$ cat config.mk
export PLATFORM = sky130hd
export DESIGN_NAME = mem_io_resp
export DESIGN_NICKNAME = d
export VERILOG_FILES = /design/src/rtl/mem_io_resp.sv
export SDC_FILE = /design/constraint.sdc
export NUM_CORES = 1
export LEC_CHECK = 0
export CAP_MARGIN = 20
export CORE_MARGIN = 2
export CORE_UTILIZATION = 60
export DETAILED_ROUTE_END_ITERATION = 8
export GPL_ROUTABILITY_DRIVEN = 0
export PLACE_DENSITY = 0.84
export SYNTH_ARGS = -nofsm -noshare
export SYNTH_HDL_FRONTEND = slang
export SYNTH_SLANG_ARGS = --single-unit
$ cat constraint.sdc
create_clock -name clk -period 5.7 [get_ports clk]
set_input_delay 1.71 -clock clk [delete_from_list [all_inputs] [get_ports clk]]
set_output_delay 1.71 -clock clk [all_outputs]
set_load 0.02 [all_outputs]
$ cat src/rtl/mem_io_resp.sv
// Bus responder for the 8-bit CPU memory bus: 28 bytes of RAM, an output FIFO, STATUS/CTRL registers.
// Optional input port at 0x1E is compiled in when MEMIO_INPORT_EN is defined.
module mem_io_resp #(
  parameter int FIFO_DEPTH = 4,
  parameter int RAM_WORDS  = 28
) (
  input  logic       clk,
  input  logic       rst,
  input  logic [4:0] addr,
  input  logic       rd,
  input  logic       wr,
  input  logic [7:0] wdata,
  output logic [7:0] rdata,
  output logic       rdata_oe,
  output logic [7:0] out_data,
  output logic       out_valid,
  input  logic       out_ready
`ifdef MEMIO_INPORT_EN
  ,
  input  logic [7:0] in_data,
  input  logic       in_valid,
  output logic       in_ready
`endif
);

  localparam int PW = $clog2(FIFO_DEPTH);
  localparam int CW = PW + 1;
  localparam logic [4:0]    RAM_LAST = 5'(RAM_WORDS - 1);
  localparam logic [4:0]    A_OUT    = 5'h1C;
  localparam logic [4:0]    A_STAT   = 5'h1D;
  localparam logic [4:0]    A_IN     = 5'h1E;
  localparam logic [4:0]    A_CTRL   = 5'h1F;
  localparam logic [CW-1:0] CNT_FULL = CW'(FIFO_DEPTH);

  logic [7:0]    ram_mem  [RAM_WORDS];
  logic [7:0]    fifo_mem [FIFO_DEPTH];

  logic          rd_q, wr_q;
  logic [7:0]    rdata_q, rdata_d;
  logic [PW-1:0] head_q, head_d, tail_q, tail_d;
  logic [CW-1:0] cnt_q, cnt_d;
  logic          ovf_q, ovf_d;
  logic          in_full;
  logic [7:0]    in_byte;

  logic          rd_rise, wr_rise;
  logic          pop, push_req, push, flush, ovf_clr;
  logic          fifo_full, fifo_empty;
  logic [3:0]    cnt_ext;
  logic [7:0]    status;
  logic [7:0]    rd_val;

  // A read strobe overlapping a write is illegal; the write wins and the read is ignored.
  assign rd_rise    = rd & ~rd_q & ~wr;
  assign wr_rise    = wr & ~wr_q;

  assign fifo_full  = (cnt_q == CNT_FULL);
  assign fifo_empty = (cnt_q == '0);
  assign out_valid  = ~fifo_empty;
  assign out_data   = fifo_mem[head_q];
  assign pop        = out_valid & out_ready;

  assign push_req   = wr_rise && (addr == A_OUT);
  assign push       = push_req & (~fifo_full | pop);
  assign flush      = wr_rise && (addr == A_CTRL) && wdata[0];
  assign ovf_clr    = wr_rise && (addr == A_CTRL) && wdata[7];

  assign cnt_ext    = 4'(cnt_q);
  assign status     = {ovf_q, in_full, fifo_full, fifo_empty, 1'b0, cnt_ext[2:0]};

  assign rdata      = rdata_q;
  assign rdata_oe   = rd_q & rd & ~wr;

  always_comb begin
    rd_val = 8'h00;
    if (addr <= RAM_LAST)
      rd_val = ram_mem[addr];
    else if (addr == A_STAT)
      rd_val = status;
    else if ((addr == A_IN) && in_full)
      rd_val = in_byte;
    rdata_d = rd_rise ? rd_val : rdata_q;
  end

  always_comb begin
    head_d = head_q;
    tail_d = tail_q;
    cnt_d  = cnt_q;
    ovf_d  = ovf_q;
    if (ovf_clr)
      ovf_d = 1'b0;
    else if (push_req && !push)
      ovf_d = 1'b1;
    // Flush overrides any stream pop landing on the same edge.
    if (flush) begin
      head_d = '0;
      tail_d = '0;
      cnt_d  = '0;
    end else begin
      if (pop)
        head_d = head_q + PW'(1);
      if (push)
        tail_d = tail_q + PW'(1);
      if (push && !pop)
        cnt_d = cnt_q + CW'(1);
      else if (pop && !push)
        cnt_d = cnt_q - CW'(1);
    end
  end

  always_ff @(posedge clk) begin
    // Edge registers track the live strobes even in reset, so a held strobe yields no rise.
    rd_q <= rd;
    wr_q <= wr;
    if (rst) begin
      rdata_q <= 8'h00;
      head_q  <= '0;
      tail_q  <= '0;
      cnt_q   <= '0;
      ovf_q   <= 1'b0;
    end else begin
      rdata_q <= rdata_d;
      head_q  <= head_d;
      tail_q  <= tail_d;
      cnt_q   <= cnt_d;
      ovf_q   <= ovf_d;
    end
  end

  always_ff @(posedge clk) begin
    if (wr && (addr <= RAM_LAST))
      ram_mem[addr] <= wdata;
    if (!rst && push)
      fifo_mem[tail_q] <= wdata;
  end

`ifdef MEMIO_INPORT_EN
  logic       in_full_q, in_full_d;
  logic [7:0] in_byte_q, in_byte_d;
  logic       in_pop, in_cap;

  assign in_ready = ~in_full_q;
  assign in_cap   = in_valid & in_ready;
  assign in_pop   = rd_rise && (addr == A_IN) && in_full_q;
  assign in_full  = in_full_q;
  assign in_byte  = in_byte_q;

  always_comb begin
    in_full_d = in_cap | (in_full_q & ~in_pop);
    in_byte_d = in_cap ? in_data : in_byte_q;
  end

  always_ff @(posedge clk) begin
    if (rst) begin
      in_full_q <= 1'b0;
      in_byte_q <= 8'h00;
    end else begin
      in_full_q <= in_full_d;
      in_byte_q <= in_byte_d;
    end
  end
`else
  assign in_full = 1'b0;
  assign in_byte = 8'h00;
`endif

endmodule

==> summary.md <==
| Metric | Value |
|---|---|
| Async set-or-reset flop fraction in the synthesized netlist | `0` |
| Post-synthesis mux area share | `0.1424` |
| Synth Area in Compound Gates | `0.02955` |
| Critical R2R Capture | `cnt_q[2]$_SDFFE_PP0P_` |
| Area share of fa/ha/maj cells after synthesis | `0.007472` |
| Final Hold Viols | `0` |
| First-pass GRT wire length | `35.33 mm` |
| Placed insts | `just over 800` |
| Post-DP Area | `between 0.01 and 0.015 mm2` |
| Setup crit end kind | `output port` |
| DP HPWL | `about 14 mm` |
| DRT Pass-1 Iters | `6` |
| ANT nets after route | `0` |
| Xor and xnor area share after synthesis | `0.004755` |
| Final core occ | `0.6950` |
| Tightest Pin Transition | `971.8 ps` |
| Metal2 WL | `around 11 mm` |
| Final #Nets | `653` |
| Root Driver | `clkbuf_16` |
| Post_cts resized | `0` |
| Post-Syn Instances | `581` |
| Worst Path Arrival | `3180 ps` |
| Worst setup SP type | `input port` |
| Main synth FF type | `edfxtp_1` |
| Most frequent cells in the layout | `edfxtp_1, mux4_2, nor2_1` |
| Ant. Diodes | `0` |
| Core area | `0.01802 mm2` |
| Fill cells | `about 1100` |
| RR Startpoint | `cnt_q[0]$_SDFFE_PP0P_` |
| Post-CTS setup buffers | `0` |
| WHS | `between 400 and 500 ps` |
| Rows | `49` |
| Hold path endpoint | `rdata[7]$_SDFFE_PP0P_` |
| Vias | `5914` |
| Die width | `139.7 um` |
| Worst Hold Class | `reg2reg` |
| Max Cap Viol | `0` |
| DRC Markers | `0` |
| Congestion Overflow GR | `0` |
| Synthesized Nets | `605` |
| Finished Layout Cells | `878` |
| Worst hold path depth | `2` |
| Skew-Pair Late Insertion Delay | `530 ps` |
| Minimum clock period | `between 4000 and 5000 ps` |
| P&R area growth vs syn | `13.35%` |
| Die Ht | `between 100 and 150 um` |
| Detailed Route WL | `23.02 mm` |
| #FFs+latches synth | `276` |
| Maximum clock frequency | `0.2044 GHz` |
| CTS tree | `done` |
| Avg WL per Cell | `26.22 um` |
| CP required | `3990 ps` |
| Initial cell density of the core | `0.6131` |
| YS warnings | `0` |
| Iter 0 DRT Violations | `801` |
| EDFF count, synth | `~260` |
| RSZ-0062 raised after global routing | `no` |
| CTS clk-pin slew, worst paths | `70 ps` |
| Met3 Wirelength | `~2.4 mm` |
| Number of setup violations in the final report | `0` |
| Ports | `36` |
| Post-Synth Simple-Gate Area | `0.05910` |
| Tot GR Track Use | `0.2412` |
| Layout cells sized above 1 | `0.1880` |
| FF-to-FF setup slack | `around 3400 ps` |
| Pin count of the biggest net entering global routing | `49` |
| H-tree levels | `1` |
| Max-slew headroom | `0.3497` |
| Synth Cell Area | `0.01105 mm2` |
| Clk sink count | `about 280` |
| Leakage | `about 0.004 uW` |
| Skew final | `about 13 ps` |
| FF-to-FF path depth | `9` |
| Period utilization | `0.8582` |
| Reg area | `0.008088 mm2` |
| Mean Syn Cell Area | `19.02 um2` |
| Synth unique cells | `56` |
| Buffers on Ports | `35` |
| Largest family of logic cells by synthesized area | `multiplexers` |
| Antenna violations before repair | `0` |
| CP Class | `in2out` |
| Outcome | `finished clean` |
| Max layer used | `met4` |
| Via density | `6.736` |
| Vias in the first global route | `5771` |
| Design Area, Final | `about 0.013 mm2` |
| Maximum VDD drop | `between 0.3 and 0.4 mV` |
| Commonest non-fill, non-tap cell in the layout | `edfxtp_1` |
| Hold path start | `rdata[7]$_SDFFE_PP0P_` |
| CTS Hold Bufs | `0` |
| Max FO, Critical Path | `10` |
| DIE AREA | `0.01952 mm2` |
| Number of buffers created by CTS | `26` |
| Setup_tns | `0 ps` |
| Multi-input logic area | `0.002689 mm2` |
| M1 WL | `8.984 mm` |
| Slew Viols, Final | `0` |
| Post-synthesis sequential area ratio | `0.7318` |
| CTS max path bufs | `3` |
| PD cells | `~360 mW/mm2` |
-- per-layer routing --
layer,GRT usage,vias up
met1,0.3506,2977
met4,0.06842,0
met5,0,-
met2,0.3751,395
met3,0.05678,89
li1,-,2453
-- worst max-delay path by stage --
stage	startpoint	end	cells past startpoint
2_1_floorplan	wr	rdata_oe	2
3_3_place_gp	wr	rdata_oe	3
3_5_place_dp	wr	rdata_oe	3
4_1_cts	wr	rdata_oe	3
5_1_grt	wr	rdata_oe	3
6_report	wr	rdata_oe	3
-- critical path, stage by stage --
cell,delay (ps)
clkdlybuf4s50_1,570
and3b_1,300
clkdlybuf4s50_1,600
-- power by group --
group          total [uW]  internal (uW)  leakage, uW  switching [uW]
sequential           2290           2250      0.00247            42.4
combinational         396            181      0.00115             215
clock                1770           1060     0.000437             712
-- Yosys cell counts, drive strengths merged (2+ instances only) --
cell	count	area share
edfxtp	256	0.70
mux4	57	0.12
nor2	45	0.015
buf	26	0.020
nand2	21	0.0071
dfxtp	20	0.036
mux2i	17	0.015
nand3	12	0.0054
nor3	12	0.0054
clkbuf	9	0.0031
a21oi	7	0.0032
mux2	7	0.0071
nand3b	7	0.0048
nand4	6	0.0034
a32oi	5	0.0040
ha	5	0.0057
nor3b	5	0.0034
a22oi	4	0.0027
a31oi	4	0.0023
and2	4	0.0023
inv	4	0.0014
nand2b	4	0.0023
o21ai	4	0.0018
or3	4	0.0023
xor2	4	0.0032
and3	3	0.0017
a211oi	2	0.0014
and2b	2	0.0015
and3b	2	0.0016
o211ai	2	0.0014
o22ai	2	0.0011
o311ai	2	0.0016
xnor2	2	0.0016
-- registers in the layout, summed over array words and instances (netlist names), named ones only --
| signal | cells |
|---|---|
| tail_q | 2 |
| rd_q | 1 |
| ovf_q | 1 |
| head_q | 2 |
| fifo_mem | 32 |
| cnt_q | 3 |
| ram_mem | 224 |
| wr_q | 1 |
| rdata | 8 |
-- cell type report --
type,count,share of cell area
flip-flops and latches,276,0.6456
multi-input cells,266,0.2146
clock buffers,35,0.05963
repair buffers,55,0.04475
well taps,229,0.02287
clock inverters,13,0.01129
inverters,4,0.001199
-- through the flow --
step           setup slack [ps]  power, uW
4_1_cts                   812.4       4463
6_report                  808.5       4457
3_5_place_dp              806.6       2718
3_3_place_gp              869.4       2701
5_1_grt                   768.6       4583
2_1_floorplan              1862       2575
-- kinds of logic (layout without fill, tap and decap cells) --
| family | count (synthesis) | after routing |
|---|---|---|
| buffers and inverters | 39 | 107 |
| adder cells (fa/ha/maj) | 6 | 6 |
| flip-flops | 276 | 276 |
| AO/OA/AOI/OAI | 43 | 43 |
| XOR/XNOR | 6 | 6 |
| AND/OR/NAND/NOR | 130 | 130 |
| multiplexers | 81 | 81 |
Note: power is estimated with default switching activity, not from simulation.
